$ cat src/rtl/maxpool_pkg.sv
// Shared constants for the 2x2 stride-2 max-pool receiver: window geometry,
// argmax position encodings and the line-buffer address width helper.
package maxpool_pkg;

  localparam int unsigned POOL_SIZE   = 2;
  localparam int unsigned POOL_STRIDE = 2;

  localparam logic [1:0] IDX_TL = 2'd0;
  localparam logic [1:0] IDX_TR = 2'd1;
  localparam logic [1:0] IDX_BL = 2'd2;
  localparam logic [1:0] IDX_BR = 2'd3;

  function automatic int unsigned lb_addr_w(input int unsigned ox);
    return ((ox / POOL_STRIDE) > 1) ? $clog2(ox / POOL_STRIDE) : 1;
  endfunction

endpackage

$ cat src/rtl/fmap_max2.sv
// One-channel unsigned max of two values; o_b_gt is set only when b is
// strictly greater, so ties always keep a.
module fmap_max2 #(
  parameter int unsigned W = 20
) (
  input  logic [W-1:0] i_a,
  input  logic [W-1:0] i_b,
  output logic [W-1:0] o_max,
  output logic         o_b_gt
);

  assign o_b_gt = (i_b > i_a);
  assign o_max  = o_b_gt ? i_b : i_a;

endmodule

$ cat src/rtl/fmap_maxpool_rx.sv
// 2x2 stride-2 per-channel max pooling on a raster-ordered fmap stream.
// Define MAXPOOL_RX_ARGMAX_EN to add the per-channel window argmax output o_ot_idx.
module fmap_maxpool_rx
  import maxpool_pkg::*;
#(
  parameter int unsigned CO     = 3,
  parameter int unsigned I_F_BW = 20,
  parameter int unsigned OX     = 24,
  parameter int unsigned OY     = 24
) (
  input  logic                 clk,
  input  logic                 reset,
  input  logic                 i_in_valid,
  input  logic [CO*I_F_BW-1:0] i_in_fmap,
  output logic                 o_ot_valid,
  output logic [CO*I_F_BW-1:0] o_ot_fmap,
  output logic                 o_frame_done
`ifdef MAXPOOL_RX_ARGMAX_EN
  ,
  output logic [CO*2-1:0]      o_ot_idx
`endif
);

  localparam int unsigned FW   = CO * I_F_BW;
  localparam int unsigned XW   = (OX > 1) ? $clog2(OX) : 1;
  localparam int unsigned YW   = (OY > 1) ? $clog2(OY) : 1;
  localparam int unsigned LB_N = OX / POOL_STRIDE;
  localparam int unsigned AW   = lb_addr_w(OX);
`ifdef MAXPOOL_RX_ARGMAX_EN
  localparam int unsigned LB_DW = FW + CO;
`else
  localparam int unsigned LB_DW = FW;
`endif

  generate
    if ((OX % POOL_SIZE) != 0 || (OY % POOL_SIZE) != 0) begin : g_odd_dims
      $error("fmap_maxpool_rx: OX and OY must both be even");
    end
  endgenerate

  logic [XW-1:0]    r_x;
  logic [YW-1:0]    r_y;
  logic [FW-1:0]    r_h;
  logic [LB_DW-1:0] r_lb [LB_N];
  logic             r_ot_valid;
  logic             r_frame_done;
  logic [FW-1:0]    r_ot_fmap;

  logic             w_x_odd, w_y_odd, w_x_last, w_y_last, w_win_done;
  logic [AW-1:0]    w_addr;
  logic [FW-1:0]    w_hmax, w_vmax, w_top;
  logic [CO-1:0]    w_h_gt, w_v_gt;
  logic [LB_DW-1:0] w_lb_wr, w_lb_rd;

  assign w_x_odd    = r_x[0];
  assign w_y_odd    = r_y[0];
  assign w_x_last   = (r_x == XW'(OX - 1));
  assign w_y_last   = (r_y == YW'(OY - 1));
  assign w_win_done = i_in_valid && w_x_odd && w_y_odd;
  assign w_addr     = AW'(r_x >> 1);
  assign w_lb_rd    = r_lb[w_addr];
  assign w_top      = w_lb_rd[FW-1:0];

  // Horizontal stage compares left (h_reg) vs right (incoming); vertical compares top vs bottom.
  for (genvar c = 0; c < CO; c++) begin : g_ch
    fmap_max2 #(.W(I_F_BW)) u_hmax (
      .i_a   (r_h[c*I_F_BW +: I_F_BW]),
      .i_b   (i_in_fmap[c*I_F_BW +: I_F_BW]),
      .o_max (w_hmax[c*I_F_BW +: I_F_BW]),
      .o_b_gt(w_h_gt[c])
    );
    fmap_max2 #(.W(I_F_BW)) u_vmax (
      .i_a   (w_top[c*I_F_BW +: I_F_BW]),
      .i_b   (w_hmax[c*I_F_BW +: I_F_BW]),
      .o_max (w_vmax[c*I_F_BW +: I_F_BW]),
      .o_b_gt(w_v_gt[c])
    );
  end

  always_ff @(posedge clk) begin
    if (reset) begin
      r_x          <= '0;
      r_y          <= '0;
      r_h          <= '0;
      r_ot_valid   <= 1'b0;
      r_ot_fmap    <= '0;
      r_frame_done <= 1'b0;
    end else begin
      r_ot_valid   <= 1'b0;
      r_frame_done <= 1'b0;
      if (i_in_valid) begin
        if (w_x_last) begin
          r_x <= '0;
          r_y <= w_y_last ? '0 : r_y + YW'(1);
        end else begin
          r_x <= r_x + XW'(1);
        end
        if (!w_x_odd) r_h <= i_in_fmap;
      end
      if (w_win_done) begin
        r_ot_valid   <= 1'b1;
        r_ot_fmap    <= w_vmax;
        r_frame_done <= w_x_last && w_y_last;
      end
    end
  end

  // Every entry is rewritten on each even row before the odd row reads it.
  always_ff @(posedge clk) begin
    if (!reset && i_in_valid && w_x_odd && !w_y_odd) r_lb[w_addr] <= w_lb_wr;
  end

`ifdef MAXPOOL_RX_ARGMAX_EN
  logic [CO-1:0]   w_top_hgt;
  logic [CO*2-1:0] w_idx;
  logic [CO*2-1:0] r_ot_idx;

  assign w_lb_wr   = {w_h_gt, w_hmax};
  assign w_top_hgt = w_lb_rd[FW +: CO];

  // Strict-greater selects at both stages make ties resolve to the lowest position.
  always_comb begin
    w_idx = '0;
    for (int c = 0; c < CO; c++) begin
      if (w_v_gt[c]) w_idx[c*2 +: 2] = w_h_gt[c] ? IDX_BR : IDX_BL;
      else           w_idx[c*2 +: 2] = w_top_hgt[c] ? IDX_TR : IDX_TL;
    end
  end

  always_ff @(posedge clk) begin
    if (reset)           r_ot_idx <= '0;
    else if (w_win_done) r_ot_idx <= w_idx;
  end

  assign o_ot_idx = r_ot_idx;
`else
  logic [CO-1:0] w_sel_unused;
  assign w_sel_unused = w_h_gt & w_v_gt;
  assign w_lb_wr      = w_hmax;
`endif

  assign o_ot_valid   = r_ot_valid;
  assign o_ot_fmap    = r_ot_fmap;
  assign o_frame_done = r_frame_done;

endmodule

$ cat config.mk
export PLATFORM = sky130hd
export DESIGN_NAME = fmap_maxpool_rx
export DESIGN_NICKNAME = d
export VERILOG_FILES = /design/src/rtl/maxpool_pkg.sv /design/src/rtl/fmap_max2.sv /design/src/rtl/fmap_maxpool_rx.sv
export SDC_FILE = /design/constraint.sdc
export NUM_CORES = 1
export LEC_CHECK = 0
export CAP_MARGIN = 20
export CORE_MARGIN = 1
export CORE_UTILIZATION = 47
export CTS_CLUSTER_DIAMETER = 80
export DETAILED_ROUTE_END_ITERATION = 7
export HOLD_SLACK_MARGIN = 0.12
export PLACE_DENSITY_LB_ADDON = 0.3
export REMOVE_ABC_BUFFERS = 1
export SLEW_MARGIN = 20
export SYNTH_ARGS = -nofsm -noshare
export SYNTH_HDL_FRONTEND = slang
export SYNTH_SLANG_ARGS = --single-unit
export TNS_END_PERCENT = 50
$ cat constraint.sdc
create_clock -name clk -period 7.9 [get_ports clk]
set_clock_uncertainty 0.05 [all_clocks]
set_input_delay 1.185 -clock clk [delete_from_list [all_inputs] [get_ports clk]]
set_output_delay 1.185 -clock clk [all_outputs]
set_load 0.005 [all_outputs]
==> impl_results.md, run 1 <==
* Crit path depth at 17
* Pins Over Slew Limit at 0
* Compound-Gate Fraction of Synth Area at 6.19%
* Wire per inst at 24.9 um
* Final wirelength at 86000 um
* ANT cells at 0
* DRC viols at 0
* Slowest CP cell: o21ai_1
* Crit path kind: input port to flip-flop
* Num ports at 125
* Post-synth EDFFs at 720
* Pin count of the biggest net entering global routing at 73
* Max rail drop VDD at 177 uV
* Post-synthesis mux area share at 13.6%
* GRT overflow at 0
* TritonCTS clock tree: built
* Setup-failing EPs final at 0
* Vias per cell at just over 6
* CP cell instances: clkdlybuf4s50_1, ha_1, nand4_1, or4_4, a21oi_2, a2111oi_2, a2bb2oi_4, mux2i_1, inv_1, ha_1, nand4_1, a211o_1, a31oi_1, a211oi_1, o21ai_1, buf_4, o221ai_1
* Netlist cell types at 57
* Synth-to-layout area growth at 15.7%
* Tcrit/Tclk final at 79.8%
* CTS root buf: clkbuf_16
* FF-to-FF path depth at 17
* Setup TNS at 0 ns
* Synthesized area per cell at roughly 16 um2
* Data arrival, critical path at 6.72 ns
* Global placement routability congestion at between 0.8 and 0.9
* Clock Latency Late Sink at 0.64 ns
* Hold depth at 2
* Reg-to-reg endpoint: o_ot_fmap[48]$_SDFFE_PP0P_
* Dpl cells at roughly 3300
* Unrepaired setup endpoints after global routing: no
* Initial drt markers at about 2000
* CP Data Required Time at 8.32 ns
* CTS Buf Count at a little under 90
* CORE AREA at 0.0758 mm2
* Synthesis Warnings at 0
* Standard-cell rows at 101
* R2R Path Start: r_h[59]$_SDFFE_PP0P_
* Setup crit end kind: flip-flop
* Die Y at 279 um
* Synth Area in Adders at 4.25%
* Post_cts resized at 0
* Area of the mapped netlist at 0.0359 mm2
* Clk sinks at around 860
* Die width at 279 um
* Initial Util at roughly 47%
* Crit path max fanout at 13
* H-Tree Depth at 3
* Clk buf depth at 3
* #FFs+latches synth at between 800 and 900
* First-pass GRT wire length at 131000 um
* Hold WC Path Type: flip-flop to flip-flop
* Crit path max-delay family: compound AO/OA/AOI/OAI gates
* Worst Tran Pin Value at 1.11 ns
* Minimum clock period at about 6.3 ns
* Pwr Density at roughly 240 mW/mm2
* Die ar. at roughly 0.078 mm2
* Hold Crit Endpoint: r_h[23]$_SDFFE_PP0P_
* Overall Global Routing Usage at 22.4%
* R2R setup slack at around 2.3 ns
* Sequential area share after synthesis at between 60% and 70%
* Fmax achieved at 0.159 GHz
* Cells after synthesis at 2250
* IO Port Bufs at 124
* Largest family of logic cells by synthesized area: multiplexers
* Status: finished, final reports clean
* Clk pin slew, worst setup/hold paths at 0.06 ns
* Crit-path max cell delay at 0.67 ns
* Final Core Density at 54.9%
* Setup Fix Bufs, Post-CTS at 0
* Via count at 20900
* CP bufs+invs at 3
* Leak pwr at 13.8 nW
* Synth Area in Simple Gates at 5.70%
* DP HPWL at 49000 um
* CTS Hold Bufs at 0
* Routed Antenna Nets at 0
* Layout cells sized above 1 at about 17%
* Post-synth ARST share at 0%
* DR pass1 iterations at 8
* Type of origin of the critical path: input port
* Final Hold Viols at 0
* Layout net count at 2589
* Max-Cap Viols at 0
* Hold Crit Start: r_h[23]$_SDFFE_PP0P_
* Vias in the first global route at 21400
* Worst rel slew slack at 25.9%
* Ys flop type: edfxtp_1
* Initial antenna violation count at 0
* Cell Count, Final, Fillers Out at 3453
* Synth Area in XOR/XNOR at 0.0731%
## cell usage after synthesis (15+ instances only)
cell type | count | area [um2]
mux4_2 | 180 | 4050
ha_1 | 122 | 1530
nor3_1 | 28 | 140
nand3_1 | 35 | 175
o221ai_1 | 48 | 420
nand4_1 | 43 | 269
inv_1 | 88 | 330
edfxtp_1 | 720 | 21600
a221o_1 | 38 | 380
clkbuf_1 | 79 | 297
buf_1 | 15 | 56.3
nor2_1 | 99 | 372
buf_2 | 28 | 140
nand2_1 | 222 | 833
dfxtp_1 | 136 | 2720
a21oi_1 | 172 | 861
mux2i_1 | 81 | 811
o21ai_0 | 21 | 105
## how the worst max path moves through the flow
stage                                       to  slack, ns          start
global placement    o_ot_fmap[49]$_SDFFE_PP0P_       1.27  i_in_fmap[59]
global route        o_ot_fmap[21]$_SDFFE_PP0P_       1.34  i_in_fmap[35]
floorplan           o_ot_fmap[41]$_SDFFE_PP0P_      -3.22      flip-flop
CTS                 o_ot_fmap[48]$_SDFFE_PP0P_       1.67  i_in_fmap[59]
finish              o_ot_fmap[48]$_SDFFE_PP0P_       1.60  i_in_fmap[59]
detailed placement  o_ot_fmap[48]$_SDFFE_PP0P_       1.08  i_in_fmap[59]
## cell usage in the layout (no fill, tap or decap), types with 88 or more instances in the layout
cell type and count:
a21oi_1 172, clkbuf_16 93, clkdlybuf4s50_1 123, dfxtp_1 132
edfxtp_1 720, ha_1 122, inv_1 88, mux4_2 180
nand2_1 222, nor2_1 91
## metrics by stage
step / setup WS, ns / cell area (um2) / total power [mW] / hold slack, ns
6_report: 1.60 / 41600 / 10.0 / 0.423
5_1_grt: 1.34 / 41600 / 10.4 / 0.440
4_1_cts: 1.67 / 41600 / 10.1 / 0.427
3_5_place_dp: 1.08 / 38600 / 5.86 / 0.414
3_3_place_gp: 1.27 / 38600 / 5.83 / 0.392
2_1_floorplan: -3.22 / 35400 / 5.62 / 0.376
## worst register-to-register path: cells and delay by family, from the launching register on
family | cells | cell delay (ns)
AO/OA/AOI/OAI | 8 | 2.21
AND/OR/NAND/NOR | 3 | 1.09
adder cells (fa/ha/maj) | 2 | 0.72
buffers and inverters | 3 | 0.67
multiplexers | 1 | 0.38
flip-flops | 1 | 0.36
## flip-flops by register name (all words and copies together) (netlist names), named ones only
name and count:
r_y 5, r_x 5, r_lb 720, r_h 60, o_ot_valid 1, o_frame_done 1
o_ot_fmap 60
## metal layers
metal	track usage [%]	vias up	part of all wire (%)
li1	-	9180	-
met1	30.9	10800	42
met2	36.9	746	49
met3	3.18	151	6.2
met4	6.75	0	2.5
met5	0	-	0
## area by class of cell
class / count / area [um2]
clock buffer: 122 / 2520
clock inverter: 38 / 487
fill: 5882 / 34200
inverter: 88 / 330
multi-input combinational: 1177 / 10800
sequential: 856 / 24400
tap: 978 / 1220
timing repair buffer: 194 / 1850
## report_power, final
group | switching [mW] | internal [mW] | total (mW)
combinational | 0.459 | 0.280 | 0.738
clock | 1.69 | 2.58 | 4.28
sequential | 0.0279 | 5.00 | 5.03
total | 2.18 | 7.87 | 10.0
## cell families (layout without fill, tap and decap cells)
| family | count (synthesis) | count (layout) |
|---|---|---|
| muxes | 263 | 263 |
| adders and majority gates | 122 | 122 |
| and+or+nand+nor | 464 | 464 |
| AOI/OAI and AO/OA | 325 | 325 |
| xor gates and xnor gates | 3 | 3 |
| buffers and inverters | 217 | 442 |
| DFF | 856 | 856 |
No activity file was read; power rests on OpenSTA's default activity.
==> run 2: changes to the inputs <==
==> constraint.sdc (replaced) <==
create_clock -name clk -period 5 [get_ports clk]
set_clock_uncertainty 0.05 [all_clocks]
set_input_delay 0.75 -clock clk [delete_from_list [all_inputs] [get_ports clk]]
set_output_delay 0.75 -clock clk [all_outputs]
set_load 0.005 [all_outputs]
==> run 2 against run 1 <==
  * The run now ends with design-rule violations left
  * Clock power rose by 49%
  * Critical endpoint is now o_ot_fmap[49]$_SDFFE_PP0P_
  * Hold slack got worse by 0.0015 ns
  * Utilization increased by 1.5 points
  * Cell count grew 4.4%
  * Non-clock buffer count grew 154
  * Critical path depth up 2
  * Worst setup slack worse by 1.3 ns
  * Combinational power up 80%
  * First-iteration DRC count is 11% lower
  * Critical path type unchanged
==> impl_results.md, run 2 (synthesis gave the netlist of run 1 again) <==
* Clk sinks at 856
* Num ports at 125
* Clk buf depth at 3
* Critical Path Source: i_in_fmap[49]
* Hold WC Path Type: flip-flop to flip-flop
* Post_cts resized at 0
* Worst hold margin at 0.421 ns
* Worst rel slew slack at 26.9%
* Synth-to-layout area growth at 18.9%
* Final Hold Viols at 0
* Placed Area at 0.0399 mm2
* DR pass1 iterations at 7
* DP HPWL at 53300 um
* Failing checks: design-rule violations
* Largest register FFs at 720
* CTS Hold Bufs at 0
* Pwr Density at ~370 mW/mm2
* Pins Over Slew Limit at 0
* Setup-failing EPs final at 0
* Max rail drop VDD at 313 uV
* Crit path max fanout at 15
* Die Y at 279 um
* Most flop-heavy register: r_lb
* Routed Antenna Nets at 0
* Initial antenna violation count at 2
* Layout net count at around 2700
* Crit path kind: input port to flip-flop
* Data arrival, critical path at 5.25 ns
* Initial drt markers at between 1500 and 2000
* H-Tree Depth at 3
* Minimum clock period at 4.75 ns
* Max-Cap Viols at 0
* Die width at 279 um
* Die ar. at 0.0776 mm2
* Worst Tran Pin Value at ~1.1 ns
* Standard-cell rows at about 100
* Final wirelength at ~87000 um
* Tcrit/Tclk final at 95.0%
* Most common cell after layout, fill and taps aside: edfxtp_1
* GRT overflow at 0
* TritonCTS clock tree: built
* R2R Path Start: r_h[51]$_SDFFE_PP0P_
* Setup crit end kind: flip-flop
* Layout cells sized above 1 at 21.5%
* Place WS at -0.389 ns
* Type of origin of the critical path: input port
* First-pass GRT wire length at 133000 um
* Via count at 21400
* Wire per inst at 24.2 um
* Global placement routability congestion at 0.862
* Final instance area at 0.0427 mm2
* Initial Util at 47.4%
* Status: finished with violations
* Leak pwr at 14.4 nW
* Overall Global Routing Usage at a little under a quarter
* Pin count of the biggest net entering global routing at 50
* DRC viols at 4
* Vias per cell at 5.93
* Fmax achieved at roughly 0.21 GHz
* Hold Crit Start: r_h[44]$_SDFFE_PP0P_
* Setup ws final at approximately 0.25 ns
* Clock Latency Late Sink at between 0.6 and 0.7 ns
* CTS Buf Count at 88
* CORE AREA at 0.0758 mm2
* Clk pin slew, worst setup/hold paths at ~0.06 ns
* Unrepaired setup endpoints after global routing: no
* IO Port Bufs at 124
* CTS root buf: clkbuf_16
* Vias in the first global route at 22200
* Commonest cells after routing, fill and taps aside: 720 x edfxtp_1, 222 x nand2_1, 201 x buf_4
* Setup Fix Bufs, Post-CTS at 0
* CP Data Required Time at roughly 5.5 ns
## run 2: where the power goes
part	internal, mW	switching, mW
Clock	3.70	2.66
Combinational	0.558	0.769
Sequential	7.90	0.0318
Total	12.2	3.46
## run 2: path summary, 6_finish.rpt
| kind | endpoint | slack [ns] | cells after the start |
|---|---|---|---|
| max | o_ot_fmap[49]$_SDFFE_PP0P_ | 0.25 | 19 |
| min | r_h[44]$_SDFFE_PP0P_ | 0.42 | 2 |
| max reg2reg | o_ot_fmap[49]$_SDFFE_PP0P_ | 0.41 | 19 |
| min reg2reg | r_h[44]$_SDFFE_PP0P_ | 0.42 | 2 |
## run 2: final cells by class
cell class | instances | area, um2
fillers | 5769 | 33100
flip-flops and latches | 856 | 24400
multi-input cells | 1177 | 10800
repair buffers | 348 | 3210
clock buffers | 110 | 2360
well taps | 978 | 1220
clock inverters | 47 | 424
inverters | 88 | 330
diodes | 1 | 2.50
## run 2: per-stage QoR
stage          setup TNS [ns]  std cells  utilization, %  total power [mW]
2_1_floorplan         -596.00       2121               -              8.88
3_3_place_gp            -5.58       3447            52.7              9.35
3_5_place_dp           -11.33       3447            52.7              9.41
4_1_cts                     0       3604            56.4              15.7
5_1_grt                     0       3604            56.4              16.1
6_report                    0       3605            56.4              15.6
## run 2: per-layer routing
metal,part of all wire (%),track usage (%),up-vias
li1,-,-,9502
met1,41,30.5,11100
met2,51,38.8,685
met3,5.3,3.01,145
met4,2.4,6.96,2
met5,0.015,0,-
## run 2: worst max-delay path: stages
cell and delay [ns]:
clkdlybuf4s50_1 0.44, ha_1 0.32, nand4_1 0.11, buf_4 0.17
or4_4 0.52, a21oi_2 0.15, a2111oi_2 0.09, a2bb2oi_4 0.18
buf_12 0.18, mux2i_1 0.28, inv_1 0.10, ha_1 0.31
nand4_1 0.26, a211o_1 0.36, a31oi_1 0.19, a211oi_1 0.07
or3_1 0.36, buf_4 0.20, o221ai_1 0.20
